<file path="config.mk">
export PLATFORM = sky130hd
export DESIGN_NAME = uart_rx_unit
export DESIGN_NICKNAME = d
export VERILOG_FILES = /design/src/rtl/uart_rx_unit.sv
export SDC_FILE = /design/constraint.sdc
export NUM_CORES = 1
export LEC_CHECK = 0
export ABC_CLOCK_PERIOD_IN_PS = 8800
export CAP_MARGIN = 25
export CORE_AREA = 3 3 111 113
export CTS_CLUSTER_SIZE = 12
export DETAILED_ROUTE_END_ITERATION = 12
export DIE_AREA = 0 0 114 116
export MAX_ROUTING_LAYER = met4
export PLACE_DENSITY = 0.58
export SYNTH_ARGS = -nofsm -noshare
export SYNTH_HDL_FRONTEND = slang
export SYNTH_SLANG_ARGS = --single-unit
</file>
<file path="constraint.sdc">
create_clock -name clk -period 8.8 [get_ports clk]
set_input_delay 1.32 -clock clk [delete_from_list [all_inputs] [get_ports clk]]
set_output_delay 1.32 -clock clk [all_outputs]
set_load 0.05 [all_outputs]
</file>
<file path="src/rtl/uart_rx_unit.sv">
`timescale 1ns/1ps
// UART receiver with built-in baud generator: 7/8 data bits, optional parity
// (odd/even/mark/space), 1 or 2 stop bits, parity and framing error flags.
module uart_rx_unit #(
    parameter int CLK_HZ = 100_000_000
) (
    input  logic       clk,
    input  logic       rst,
    input  logic       rx,
    input  logic       baud_sel,
    input  logic [2:0] div_ratio,
    input  logic       data_size,
    input  logic       parity_en,
    input  logic [1:0] parity_mode,
    input  logic       stop_bit_size,
    output logic [7:0] data,
    output logic       err_crc,
    output logic       err_frame,
    output logic       ready,
    output logic       new_data
);
    localparam int CW = 24;
    localparam logic [CW-1:0] BASE_SLOW = CW'(CLK_HZ / 76800);
    localparam logic [CW-1:0] BASE_FAST = CW'(CLK_HZ / 460800);

    typedef enum logic [2:0] {
        S_IDLE, S_START, S_DATA, S_PARITY, S_STOP, S_STOP2, S_DONE
    } state_t;

    state_t        r_state;
    logic          r_rx_meta, r_rx_sync, r_rx_prev;
    logic [CW-1:0] r_baud_cnt, r_period;
    logic          r_data_size, r_parity_en, r_stop_bit_size;
    logic [1:0]    r_parity_mode;
    logic [7:0]    r_shift, r_data;
    logic [2:0]    r_bit_cnt;
    logic          r_par_err, r_frm_err;
    logic          r_err_crc, r_err_frame, r_ready, r_new_data;

    logic [CW-1:0] w_period_in;
    logic          w_fall, w_tick, w_last_bit, w_par_exp;
    logic [7:0]    w_word;

    assign w_period_in = (baud_sel ? BASE_FAST : BASE_SLOW) << div_ratio;
    assign w_fall      = r_rx_prev & ~r_rx_sync;
    assign w_tick      = (r_state != S_IDLE) && (r_baud_cnt == '0);
    // In 7-bit mode the word ends one position short of bit 0.
    assign w_word      = r_data_size ? r_shift : {1'b0, r_shift[7:1]};
    assign w_last_bit  = (r_bit_cnt == (r_data_size ? 3'd7 : 3'd6));

    always_comb begin
        w_par_exp = 1'b0;
        case (r_parity_mode)
            2'b11:   w_par_exp = ~^w_word;
            2'b10:   w_par_exp = ^w_word;
            2'b01:   w_par_exp = 1'b1;
            default: w_par_exp = 1'b0;
        endcase
    end

    always_ff @(posedge clk) begin
        if (rst) begin
            r_rx_meta <= 1'b1;
            r_rx_sync <= 1'b1;
            r_rx_prev <= 1'b1;
        end else begin
            r_rx_meta <= rx;
            r_rx_sync <= r_rx_meta;
            r_rx_prev <= r_rx_sync;
        end
    end

    // Half-period preload puts the first tick in the middle of the start bit.
    always_ff @(posedge clk) begin
        if (rst)
            r_baud_cnt <= '0;
        else if (r_state == S_IDLE)
            r_baud_cnt <= w_fall ? (w_period_in >> 1) - CW'(1) : '0;
        else if (r_baud_cnt == '0)
            r_baud_cnt <= r_period - CW'(1);
        else
            r_baud_cnt <= r_baud_cnt - CW'(1);
    end

    always_ff @(posedge clk) begin
        if (rst) begin
            r_state         <= S_IDLE;
            r_period        <= '0;
            r_data_size     <= 1'b0;
            r_parity_en     <= 1'b0;
            r_parity_mode   <= 2'b00;
            r_stop_bit_size <= 1'b0;
            r_shift         <= 8'h00;
            r_bit_cnt       <= 3'd0;
            r_par_err       <= 1'b0;
            r_frm_err       <= 1'b0;
            r_data          <= 8'h00;
            r_err_crc       <= 1'b0;
            r_err_frame     <= 1'b0;
            r_ready         <= 1'b1;
            r_new_data      <= 1'b0;
        end else begin
            r_new_data <= 1'b0;
            case (r_state)
                S_IDLE: if (w_fall) begin
                    r_period        <= w_period_in;
                    r_data_size     <= data_size;
                    r_parity_en     <= parity_en;
                    r_parity_mode   <= parity_mode;
                    r_stop_bit_size <= stop_bit_size;
                    r_shift         <= 8'h00;
                    r_bit_cnt       <= 3'd0;
                    r_par_err       <= 1'b0;
                    r_frm_err       <= 1'b0;
                    r_ready         <= 1'b0;
                    r_state         <= S_START;
                end
                S_START: if (w_tick) begin
                    if (r_rx_sync) begin
                        r_ready <= 1'b1;
                        r_state <= S_IDLE;
                    end else begin
                        r_state <= S_DATA;
                    end
                end
                S_DATA: if (w_tick) begin
                    r_shift   <= {r_rx_sync, r_shift[7:1]};
                    r_bit_cnt <= r_bit_cnt + 3'd1;
                    if (w_last_bit)
                        r_state <= r_parity_en ? S_PARITY : S_STOP;
                end
                S_PARITY: if (w_tick) begin
                    r_par_err <= (r_rx_sync != w_par_exp);
                    r_state   <= S_STOP;
                end
                S_STOP: if (w_tick) begin
                    r_frm_err <= ~r_rx_sync;
                    r_state   <= r_stop_bit_size ? S_STOP2 : S_DONE;
                end
                S_STOP2: if (w_tick) begin
                    r_frm_err <= r_frm_err | ~r_rx_sync;
                    r_state   <= S_DONE;
                end
                S_DONE: begin
                    r_data      <= w_word;
                    r_err_crc   <= r_par_err;
                    r_err_frame <= r_frm_err;
                    r_new_data  <= 1'b1;
                    r_ready     <= 1'b1;
                    r_state     <= S_IDLE;
                end
                default: r_state <= S_IDLE;
            endcase
        end
    end

    assign data      = r_data;
    assign err_crc   = r_err_crc;
    assign err_frame = r_err_frame;
    assign ready     = r_ready;
    assign new_data  = r_new_data;
endmodule

</file>
== After elaboration in Yosys (flattened, before gate mapping) ==
Cells that the tools add are included.
Word-level totals
  memories: 0
  register bits after elaboration: 84
  memory bits (writable): 0
  latch bits: 0
  ROM bits: 0
  logic and storage cells: 96
  input port bits: 12
  output and inout bits: 12
Cells by class
  shifts and indexed selects: 1
  bitwise logic cells: 3
  $add $sub $neg: 4
  $lt $le $gt $ge: 0
  muxes and demuxes: 34
  reductions and logical operators: 16
  $mul: 0
  equal/unequal tests: 19
  divide/modulo/power cells: 0
Operators with widths (number)
  2-to-1 mux 24 bit: 3
  subtractor 24 x 1 -> 24 bit, second input constant: 2
  2-to-1 mux 3 bit: 10
  logical NOT 24 bit: 1
  2-to-1 mux 8 bit: 3
  << shifter 11 x 3 -> 24 bit: 1
  subtractor 23 x 1 -> 24 bit, second input constant: 1
  one-hot mux 3 bit (6 select lines): 1
  inequality test 2 bit, second input constant: 8
  one-hot mux 8 bit (2 select lines): 1
  2-to-1 mux 11 bit: 1
  == test 3 bit, second input constant: 3
  one-hot mux 1 bit (3 select lines): 3
  nonzero test 3 bit: 3
  2-to-1 mux 1 bit: 8
  AND reduction 4 bit: 2
  XNOR reduction 8 bit: 1
  XOR reduction 8 bit: 1
  AND reduction 7 bit: 1
  == test 3 x 2 -> 1 bit, second input constant: 2
  one-hot mux 3 bit (2 select lines): 1
  AND reduction 3 bit: 2
  == test 2 bit, second input constant: 2
  2-to-1 mux 2 bit: 2
  other kinds (13): 14

== Longest topological paths before layout ==
  depth after elaboration: 6
  mapped depth: 15
  mapped depth without buffers: 11

== Least setup slack after synthesis ==
Ideal clock, no wire load.
  path kind: reg-to-reg
  from: reg r_baud_cnt[15]
  to: reg r_baud_cnt[20]
  library setup time: 0.071 ns
  period minus slack after synthesis: 3.497 ns
  cell stages (with the launch flop): 16
  required time: 8.729 ns
  buffers on the path: 4
  setup slack: 5.303 ns
  data arrival time: 3.426 ns
  path through: dfxtp_1 nor3_1 and3_1 clkbuf_1 and3_1 buf_6 buf_8 buf_6 a21oi_1 ha_1 nor3b_1 or4b_4 nor2_4 nand4_4 or4_1 a21oi_1
On the way
  cells in the longest elaborated chain, start to end: 3
  elaborated cells on any way between the ends: 4
  classes of those cells: add/sub: 1; mux: 2; reduce/logical: 1
RTL lines
  start, declared: line 32  | logic [CW-1:0] r_baud_cnt, r_period;
  start signal, assigned: line 78  | r_baud_cnt <= w_fall ? (w_period_in >> 1) - CW'(1) : '0;
  start signal, assigned: line 80  | r_baud_cnt <= r_period - CW'(1);
  start signal, assigned: line 82  | r_baud_cnt <= r_baud_cnt - CW'(1);
  subtractor 24 x 1 -> 24 bit or logical NOT 24 bit (tied branches): line 82, 79
  2-to-1 mux 24 bit *: line 79  | else if (r_baud_cnt == '0)
  2-to-1 mux 24 bit *: line 77  | else if (r_state == S_IDLE)
Mark *: on every way between the ends. The rest lies on a longest branch, timed or not.
A chain may end at the register's enable or synchronous reset.

== Worst setup path after layout ==
  from: reg r_baud_cnt[8]
  to: reg r_baud_cnt[20]
Same word-level chain as after synthesis.

==> metrics.yaml <==
cp.required_ns: 9.06
fin_crit_sh: 0.443
synth_top_family_by_area: "simple AND/OR/NAND/NOR gates"
place_area_um2: 4760
holdWs_ns: 0.411
synth_ff_type: "dfxtp_1"
antenna_found_initial: 0
syn_to_final_growth_pct: 12.4
path_class: "reg2reg"
multi_input_area_um2: 2730
status: "completed"
globalplace.congestion: 0.941
max_freq_mhz: 256
setup_ws_ns: 4.90
synth-compound-area-share: 0.237
worstPathArrival_ns: 4.16
core_um2: 11400
dieWidth_um: 114
synthCells: 582
synth_top_area_share: 0.347
synth_area_leader_cell: "dfxtp_1"
hp-class: "reg2reg"
start_util: 0.394
clock-skew-final_ns: 0.0107
clkPwrFrac: 0.265
tns_ns: 0
grt_pass1_wl_um: 20900
port_buffers: 23
cts_tree: "yes"
die_y_um: 116
yosysWarnings: 0
syn_nets: 600
reg2reg_slack_ns: 4.90
antenna_left: 0
seq_area_frac_synth: 0.347
yosys.area_share.simple: 0.277
layout_min_cycle_time_ns: 3.90
slew_headroom: 0.410
clock_sinks: 78
synth-edff-count: 0
fp.dieArea_um2: 13200
ios: 24
worstMarginPinSlew_ns: 0.879
numCtsBuffers: 9
yosys-top-cells-area: "dfxtp_1, a21oi_1, nor2_1, nand2_1, a211oi_1"
cts_setup_buffers: 0
holdBufCountCts: 0
drv_cap: 0
p_int_w: 0.000842
hold_violations: 0
nFillCells: 1173
ir_drop_mv: 0.126
path_max_fanout: 10
wirelength_um: 12500
worstSetupStartpointType: "flip-flop"
synthMuxAreaShare: 0.0303
synth_area_per_cell_um2: 7.73
num_vias: 4248
p_switching_w: 0.000596
p_comb_frac: 0.439
powerDensity_nw_per_um2: 284
final_area_um2: 5060
drc: 0
ys_types: 71
grt_max_degree: 59
ys_seq_elements: 78
placement.setup.worst_slack_ns: 4.82
viasPerCell: 5.82
swShare: 0.414
row_count: 39
ctsResizeCount: 0
end_kind: "flip-flop"
seq_area_um2: 1560
overflow: 0
leakage_nw: 1.81
drive_gt1_frac: 0.0767
finalSetupViolations: 0
nets: 600
dpl.hpwl_um: 8800
rsz0062_at_grt: "no"
clk_pin_slew_ns: 0.06
seq_power_share: 0.297
cts_buffer_depth: 2
root_buffer: "clkbuf_16"
synth_fa_ha_area_frac: 0.0167
slew_violations: 0
wire_per_inst_um: 17.1
drt-initial-drc-count: 290
synthXorXnorAreaFrac: 0.0439
htree_num_levels: 3
async_reset_ff_frac: 0
syn_area_um2: 4500
first_pass_iters: 5
grt.total_usage: 0.202
clock_latency_ns: 0.35
grt_pass1_vias: 4024
n_antenna_cell: 0
layout by cell type, fill, tap and decap left out, drive strengths merged, types with 6 or more instances in the layout:
cell type / n
nand2b: 6
or3: 14
a211oi: 16
or4: 9
a31oi: 9
a21oi: 63
clkbuf: 11
or2: 6
xnor2: 12
o21ai: 22
nor2: 74
nand3: 20
nor4: 8
inv: 11
mux2i: 8
o31ai: 8
nor3: 16
clkdlybuf4s50: 22
o22ai: 9
and3: 6
ha: 6
dfxtp: 78
nand2: 71
xor2: 8
stage by stage:
step | power, W | util | std cells
5_1_grt | 0.00153 | 0.443 | 730
3_3_place_gp | 0.00104 | 0.417 | 714
6_report | 0.00144 | 0.443 | 730
4_1_cts | 0.00144 | 0.443 | 730
3_5_place_dp | 0.00105 | 0.417 | 714
2_1_floorplan | 0.000949 | - | 582
sequential cells by signal, summed over array words and instances, names as in the netlist:
register and flops:
r_bit_cnt 3, r_state 3, r_frm_err 1, ready 1
r_stop_bit_size 1, data 8, r_rx_meta 1, r_par_err 1
r_parity_mode 2, err_frame 1, r_rx_prev 1, r_parity_en 1
r_data_size 1, new_data 1, r_period 18, r_baud_cnt 24
r_shift 8, r_rx_sync 1, err_crc 1
kinds of logic (layout without fill, tap and decap cells):
kind of cell | Yosys count | after routing
AO/OA/AOI/OAI | 165 | 165
XOR/XNOR | 21 | 21
adder cells (fa/ha/maj) | 6 | 6
buffers and inverters | 48 | 53
flip-flops | 78 | 78
multiplexers | 13 | 13
AND/OR/NAND/NOR | 251 | 251
layout make-up:
class	count	share of cell area
Multi-Input combinational cell	456	0.539
Clock inverter	5	0.0114
Tap cell	143	0.0354
Sequential cell	78	0.309
Timing Repair Buffer	27	0.0505
Inverter	10	0.00742
Clock buffer	11	0.0480
critical path: stages (launching register included):
cell and delay (ns):
dfxtp_1 0.42, or4_1 0.35, nor4_4 0.14, and3_1 0.30, a21oi_1 0.25, ha_1 0.24, nor3b_1 0.67, or4b_4 0.59
nor2_4 0.13, nand4_4 0.13, or4_1 0.45, a21oi_1 0.14
cells in the mapped netlist, drive strengths merged (5+ instances only):
cell    number
a21oi       63
a21o         5
a211oi      16
buf          9
xnor2       12
and2         5
nand2       71
o21ai       22
a31oi        9
nand3       20
xor2         8
dfxtp       78
o22ai        9
nand2b       6
or3         14
nor2        74
inv         10
and3         6
mux2         5
nor3        16
or2          6
ha           6
or4          9
clkbuf      29
mux2i        8
o31ai        8
nor4         8
power groups by stage:
stage,Sequential (W),Combinational [W],Clock [W]
6_report,0.000426,0.000631,0.000381
5_1_grt,0.000432,0.000696,0.000400
4_1_cts,0.000425,0.000623,0.000388
3_5_place_dp,0.000433,0.000620,0
3_3_place_gp,0.000432,0.000609,0
2_1_floorplan,0.000417,0.000532,0
worst paths after layout:
path	start	end	cells past startpoint
worst min-delay path	r_rx_meta$_SDFF_PP1_	r_rx_sync$_SDFF_PP1_	1
worst min register to register	r_rx_meta$_SDFF_PP1_	r_rx_sync$_SDFF_PP1_	1
worst max register to register	r_baud_cnt[8]$_SDFF_PP0_	r_baud_cnt[20]$_SDFF_PP0_	11
worst max-delay path	r_baud_cnt[8]$_SDFF_PP0_	r_baud_cnt[20]$_SDFF_PP0_	11
layer usage:
layer / GRT usage / up-vias / share of wire
met5: - / - / 0
met4: 0.0776 / 0 / 0.011
met3: 0.0324 / 11 / 0.047
met2: 0.294 / 109 / 0.44
met1: 0.281 / 2013 / 0.50
li1: - / 2115 / -
(Power assumes the default switching activity.)
